File: src/rtl/display_pkg.sv
// rtl/display_pkg.sv - shared LED matrix geometry and scan state encoding
package display_pkg;

    // Geometry shared with full_display_decoder.
    localparam int COLUNE_SIZE   = 7;
    localparam int TOTAL_COLUNES = 5;
    localparam int DATA_WIDTH    = COLUNE_SIZE * TOTAL_COLUNES;

    typedef enum logic [1:0] {
        IDLE  = 2'd0,
        LOAD  = 2'd1,
        DRIVE = 2'd2,
        BLANK = 2'd3
    } scan_state_t;

endpackage

File: src/rtl/scan_dwell_timer.sv
// rtl/scan_dwell_timer.sv - loadable down-counter pacing column dwell and blank
// Ports:
//   clk, reset_n : clock, asynchronous active-low reset
//   load         : strobe, count takes load_value on this edge
//   load_value   : value loaded on strobe
//   zero         : count has reached zero (counter holds there)
module scan_dwell_timer #(
    parameter int WIDTH = 2
) (
    input  logic             clk,
    input  logic             reset_n,
    input  logic             load,
    input  logic [WIDTH-1:0] load_value,
    output logic             zero
);

    logic [WIDTH-1:0] count;

    always_ff @(posedge clk or negedge reset_n) begin
        if (!reset_n) begin
            count <= '0;
        end else if (load) begin
            count <= load_value;
        end else if (count != '0) begin
            count <= count - WIDTH'(1);
        end
    end

    assign zero = (count == '0);

endmodule

File: src/rtl/matrix_column_scanner.sv
// rtl/matrix_column_scanner.sv - column-multiplexed LED matrix driver with blanking
// Ports:
//   clk, reset_n  : clock, asynchronous active-low reset
//   enable        : scanning runs while high (sampled at frame boundaries)
//   display_data  : packed frame, column c at [c*COLUNE_SIZE +: COLUNE_SIZE]
//   column_select : active-low column enables, at most one low
//   row_data      : active-low row drive
//   frame_done    : one-cycle pulse after the last column has been shown
module matrix_column_scanner #(
    parameter int DATA_WIDTH    = display_pkg::DATA_WIDTH,
    parameter int COLUNE_SIZE   = display_pkg::COLUNE_SIZE,
    parameter int TOTAL_COLUNES = display_pkg::TOTAL_COLUNES,
    parameter int DWELL_CYCLES  = 1000,
    parameter int BLANK_CYCLES  = 4
) (
    input  logic                     clk,
    input  logic                     reset_n,
    input  logic                     enable,
    input  logic [DATA_WIDTH-1:0]    display_data,
    output logic [TOTAL_COLUNES-1:0] column_select,
    output logic [COLUNE_SIZE-1:0]   row_data,
    output logic                     frame_done
);

    import display_pkg::*;

    localparam int MAX_COUNT = (DWELL_CYCLES > BLANK_CYCLES) ? DWELL_CYCLES : BLANK_CYCLES;
    localparam int TW        = $clog2(MAX_COUNT + 1);
    localparam int CW        = (TOTAL_COLUNES > 1) ? $clog2(TOTAL_COLUNES) : 1;

    if (DATA_WIDTH != COLUNE_SIZE * TOTAL_COLUNES || DWELL_CYCLES < 1 || BLANK_CYCLES < 1) begin : g_bad_params
        $error("matrix_column_scanner: inconsistent geometry or zero dwell/blank count");
    end

    scan_state_t          state;
    logic [CW-1:0]        col_idx;
    logic [CW-1:0]        next_col;
    logic [DATA_WIDTH-1:0] frame_buffer;
    logic                 last_col;
    logic                 timer_zero;
    logic                 timer_load;
    logic [TW-1:0]        timer_value;

    assign next_col = col_idx + CW'(1);
    assign last_col = (col_idx == CW'(TOTAL_COLUNES - 1));

    function automatic logic [TOTAL_COLUNES-1:0] col_enable(input logic [CW-1:0] idx);
        logic [TOTAL_COLUNES-1:0] v;
        v      = '1;
        v[idx] = 1'b0;
        return v;
    endfunction

    // One timer serves both phases: leaving DRIVE arms the blank count,
    // everything else that starts a column arms the dwell count.
    always_comb begin
        timer_load  = 1'b0;
        timer_value = TW'(DWELL_CYCLES - 1);
        case (state)
            LOAD:  timer_load = 1'b1;
            DRIVE: begin
                timer_load  = timer_zero;
                timer_value = TW'(BLANK_CYCLES - 1);
            end
            BLANK: timer_load = timer_zero && !last_col;
            default: ;
        endcase
    end

    scan_dwell_timer #(
        .WIDTH(TW)
    ) u_timer (
        .clk        (clk),
        .reset_n    (reset_n),
        .load       (timer_load),
        .load_value (timer_value),
        .zero       (timer_zero)
    );

    // Outputs are computed for the state being entered, so they switch on
    // the same edge as the state register without a combinational path.
    always_ff @(posedge clk or negedge reset_n) begin
        if (!reset_n) begin
            state         <= IDLE;
            col_idx       <= '0;
            frame_buffer  <= '0;
            column_select <= '1;
            row_data      <= '1;
            frame_done    <= 1'b0;
        end else begin
            frame_done <= 1'b0;
            case (state)
                IDLE: begin
                    if (enable) state <= LOAD;
                end
                LOAD: begin
                    frame_buffer  <= display_data;
                    col_idx       <= '0;
                    column_select <= col_enable('0);
                    row_data      <= ~display_data[COLUNE_SIZE-1:0];
                    state         <= DRIVE;
                end
                DRIVE: begin
                    if (timer_zero) begin
                        column_select <= '1;
                        row_data      <= '1;
                        state         <= BLANK;
                    end
                end
                BLANK: begin
                    if (timer_zero) begin
                        if (!last_col) begin
                            col_idx       <= next_col;
                            column_select <= col_enable(next_col);
                            row_data      <= ~frame_buffer[int'(next_col)*COLUNE_SIZE +: COLUNE_SIZE];
                            state         <= DRIVE;
                        end else begin
                            // Frame boundary: the only point where a new frame may be taken.
                            frame_done <= 1'b1;
                            state      <= enable ? LOAD : IDLE;
                        end
                    end
                end
                default: state <= IDLE;
            endcase
        end
    end

endmodule

File: config.mk
export PLATFORM = sky130hd
export DESIGN_NAME = matrix_column_scanner
export DESIGN_NICKNAME = d
export VERILOG_FILES = /design/src/rtl/display_pkg.sv /design/src/rtl/scan_dwell_timer.sv /design/src/rtl/matrix_column_scanner.sv
export SDC_FILE = /design/constraint.sdc
export NUM_CORES = 1
export LEC_CHECK = 0
export CORE_MARGIN = 8
export CORE_UTILIZATION = 48
export CTS_CLUSTER_DIAMETER = 120
export CTS_CLUSTER_SIZE = 24
export DETAILED_ROUTE_END_ITERATION = 12
export GPL_TIMING_DRIVEN = 0
export PLACE_DENSITY = 0.75
export RECOVER_POWER = 50
export SYNTH_ARGS = -nofsm -noshare
export SYNTH_HDL_FRONTEND = slang
export SYNTH_SLANG_ARGS = --single-unit
export TNS_END_PERCENT = 100
File: constraint.sdc
create_clock -name clk -period 2.1 [get_ports clk]
set_input_delay 0.21 -clock clk [delete_from_list [all_inputs] [get_ports clk]]
set_output_delay 0.21 -clock clk [all_outputs]
set_load 0.05 [all_outputs]
==> reports/results.md <==
| Parameter | This run | Unit |
| --- | --- | --- |
| Result of the run | complete, no violations | - |
| Worst Reg2Reg Path Length in Cells | 5 | - |
| Count of antenna-violating nets left after detailed routing | 0 | - |
| Worst ir drop on vdd | 0.000515 | V |
| Die height | 97.9 | µm |
| Number of clock sinks seen by CTS | 63 | - |
| Detailed-route via count | 2,485 | - |
| Routability Congestion | 0.849 | - |
| Clock-pin slew of the registers on the worst-case setup and hold paths | 80 | ps |
| Vias in the first global route | 2,666 | - |
| Reg2Reg Setup Slack | 20 | ps |
| Reg2Reg Capture Point | row_data[1] | - |
| Source-to-sink clock delay at the later pin of the worst-skew pair | 340 | ps |
| Number of enable flip-flop cells after synthesis | 0 | - |
| Diodes inserted | 0 | - |
| Transition time of the tightest slew-check pin | 800 | ps |
| Final hold violations | 0 | - |
| Category of the worst setup path capture point | register | - |
| Slew Limit Fails | 0 | - |
| Worst Min Path Start | display_data[21] | - |
| Area share of and/or/nand/nor cells after synthesis | 12.6 | % |
| DRC violation count after routing | 0 | - |
| Relative contribution of the clock network to total power | 41.5 | % |
| Num CTS Buffers | 9 | - |
| Reg2Reg Launch Point | u_timer.count[6] | - |
| Relative max-transition margin | 46.7 | % |
| H-tree levels | 3 | - |
| Number of inserted filler cells in the final layout | 560 | - |
| Final min period | 2080 | ps |
| Combinational family with the most area after synthesis | multiplexers | - |
| Number of maximum-capacitance constraint violations | 0 | - |
| Initial core utilization | 48.5 | % |
| Number of antenna violations at the first check in global routing | 0 | - |
| Number of detailed-route iterations in the first pass | 4 | - |
| Die span in x | 97.9 | µm |
| Drt wl/cell | 17.4 | µm |
| Internal power component | 1920 | µW |
| Register area share after synthesis | 49.4 | % |
| Commonest register cell after synthesis | sky130_fd_sc_hd__dfrtp_1 | - |
| First-pass GRT wire length | 12.9 | mm |
| CTS tree | done | - |
| Final critical-path share of the clock period | 99.1 | % |
| Highest cell delay on the worst timing path | 630 | ps |
| Synth unique cells | 46 | - |
| Core Footprint | 6640 | µm² |
| Power Density | 611 | nW/µm² |
| Die ar. | 9590 | µm² |
| Dpl hpwl | 5.62 | mm |
| Root Buffer | sky130_fd_sc_hd__clkbuf_8 | - |
| Synth Area per Inst | 11.2 | µm² |
| Total global-route track usage | 16.8 | % |
| Family with the most delay on the worst path | simple AND/OR/NAND/NOR gates | - |
| Total Routed Length | 7.68 | mm |
| Number of register bits inferred by synthesis | 63 | - |
| Hold crit path type | input port to register | - |
| Switching portion of total power | 23.6 | % |
| Post-synthesis instance area | 3220 | µm² |
| Final setup skew | 9.52 | ps |
| Xor and xnor fraction of the mapped netlist area | 0.815 | % |
| Multiplexer area fraction after synthesis | 17.6 | % |
| Final setup viols | 0 | - |
| Final net count | 397 | - |
| Worst Path Buf+Inv | 1 | - |
| Fraction of layout cells with a size suffix above 1 | 26.3 | % |
| Sequential fraction of design power | 51.0 | % |
| Row count | 30 | - |
| Number of nets in the synthesized netlist | 330 | - |
| Port-buffer cells | 50 | - |
| LEAKAGE | 0.00164 | µW |
| Max Buffers Root-to-Sink | 2 | - |
| DR vias/cell | 5.63 | - |
| Sum of negative setup slack | 0 | ps |
| Power dissipated by switching net loads | 595 | µW |
| Depth of the worst hold-timing path | 2 | - |
| Area fraction in compound gates after synthesis | 13.9 | % |
| Combinational group share of total power | 7.5 | % |
| Global route overflow | 0 | - |
| Area added between synthesis and finish | 27.8 | % |
| Largest net degree at the start of global routing | 33 | - |
| Share of flip-flops with an asynchronous set or reset | 100 | % |
| Max Clk Rate | 0.481 | GHz |
| Worst Hold Endpoint | frame_buffer[21] | - |
| RSZ-0062 raised after global routing | yes | - |
| Critical path fanouts, max | 10 | - |
| Total I/O pin count | 51 | - |
| Syn. warnings | 0 | - |
| Sequence of cells on the critical path | nor4_1 -> a41oi_4 -> or2_4 -> buf_6 -> o31ai_1 | - |
| Critical path launch point type | register | - |
| Required time of the worst setup path | 2340 | ps |
| Slowest-stage cell, CP | sky130_fd_sc_hd__nor4_1 | - |
| Cell count after synthesis | 289 | - |
| Final-layout worst hold slack | 473 | ps |
| Number of DRC violations after detailed-routing iteration 0 | 80 | - |
| Crit Path Category | register to register | - |
| Arrival time at the worst endpoint | 2330 | ps |
| Adder and majority cell fraction of the synthesized area | 1.16 | % |
state kept, by name, indices dropped and copies added (netlist names):
register / count
col_idx: 3
column_select: 5
frame_buffer: 35
state: 2
frame_done: 1
u_timer.count: 10
row_data: 7
worst max path at each step:
stage | start | end | cells past startpoint
after detailed placement | col_idx[0] | row_data[1] | 9
after CTS | u_timer.count[6] | row_data[1] | 5
final | u_timer.count[6] | row_data[1] | 5
after floorplan | col_idx[0] | u_timer.count[3] | 8
after global placement | reset_n | frame_buffer[23] | 1
after global routing | u_timer.count[6] | row_data[2] | 5
logic make-up after synthesis:
family,after synthesis
compound gates,64
xor+xnor,3
fa+ha+maj,3
buf+inv,29
flops,63
mux,52
simple gates,75
per-stage QoR:
| step | total power [µW] | util [%] | std cells | instance area, µm² | setup slack [ps] |
|---|---|---|---|---|---|
| after floorplan | 1370 | - | 289 | 3230 | 23.9 |
| after global placement | 1490 | 57.7 | 419 | 3830 | -1190 |
| after detailed placement | 1500 | 57.9 | 420 | 3850 | -484 |
| after CTS | 2540 | 61.7 | 439 | 4100 | 14.6 |
| after global routing | 2620 | 62.0 | 441 | 4120 | -54.8 |
| final | 2520 | 62.0 | 441 | 4120 | 19.4 |
cell type report:
cell class | instances | area, µm² | share of cell area [%]
plain buffers | 22 | 133 | 3.22
clock buffers | 10 | 128 | 3.10
clock inverters | 6 | 71.3 | 1.73
inverters | 6 | 22.5 | 0.547
multi-input cells | 197 | 1530 | 37.0
flip-flops and latches | 63 | 1590 | 38.6
well taps | 80 | 100 | 2.43
repair buffers | 57 | 548 | 13.3
timing repair:
action | CTS | global route
setup endpoints to repair | 25 | 23
buffers inserted | 3 | 2
hold buffers | 1 | 0
pin swaps | 3 | 1
resized for setup | 9 | 9
hold endpoints to repair | 29 | 0
power groups by stage:
stage / clock network (µW) / logic [µW] / registers (µW)
after global routing: 1130 / 205 / 1290
after floorplan: 0 / 45.6 / 1320
after global placement: 0 / 186 / 1300
final: 1050 / 189 / 1280
after CTS: 1060 / 196 / 1280
after detailed placement: 0 / 194 / 1300
per-layer routing:
layer	vias to the layer above	global-route usage (%)	share of wire, %
met5	-	0	0
met4	0	6.35	1.4
met3	10	3.98	4.2
met2	60	28.6	52
met1	1226	20.1	43
li1	1189	-	-
placed cells by master, fill, tap and decap left out, types with 7 or more instances in the layout:
cell type                         count
sky130_fd_sc_hd__dfstp_2             12
sky130_fd_sc_hd__nand2_1             19
sky130_fd_sc_hd__clkbuf_8            11
sky130_fd_sc_hd__buf_2                7
sky130_fd_sc_hd__mux2i_1             15
sky130_fd_sc_hd__mux2_2              36
sky130_fd_sc_hd__dfrtp_1             51
sky130_fd_sc_hd__clkdlybuf4s50_1     49
sky130_fd_sc_hd__a21oi_1              8
sky130_fd_sc_hd__nor3_1               7
sky130_fd_sc_hd__clkbuf_1             7
sky130_fd_sc_hd__o31ai_1             10
sky130_fd_sc_hd__o21ai_0             23
sky130_fd_sc_hd__and3_1               8
sky130_fd_sc_hd__nor2b_1             11
sky130_fd_sc_hd__o311a_1              7
sky130_fd_sc_hd__buf_4                8
cell usage after synthesis (5+ instances only):
cell type,count,share of area [%]
sky130_fd_sc_hd__o31ai_1,10,2.3
sky130_fd_sc_hd__mux2_2,36,13
sky130_fd_sc_hd__mux2i_1,15,4.7
sky130_fd_sc_hd__o21ai_0,23,3.6
sky130_fd_sc_hd__nor3_1,7,1.1
sky130_fd_sc_hd__dfstp_2,12,9.8
sky130_fd_sc_hd__nor2_1,5,0.58
sky130_fd_sc_hd__o22ai_1,5,0.97
sky130_fd_sc_hd__clkbuf_1,12,1.4
sky130_fd_sc_hd__dfrtp_1,51,40
sky130_fd_sc_hd__nor2b_1,11,2.1
sky130_fd_sc_hd__o311a_1,7,2.2
sky130_fd_sc_hd__inv_1,6,0.70
sky130_fd_sc_hd__a21oi_1,8,1.2
sky130_fd_sc_hd__nor4_1,6,1.2
sky130_fd_sc_hd__buf_2,6,0.93
sky130_fd_sc_hd__nand2_1,19,2.2
sky130_fd_sc_hd__and3_1,8,1.6
(Power assumes the default switching activity.)
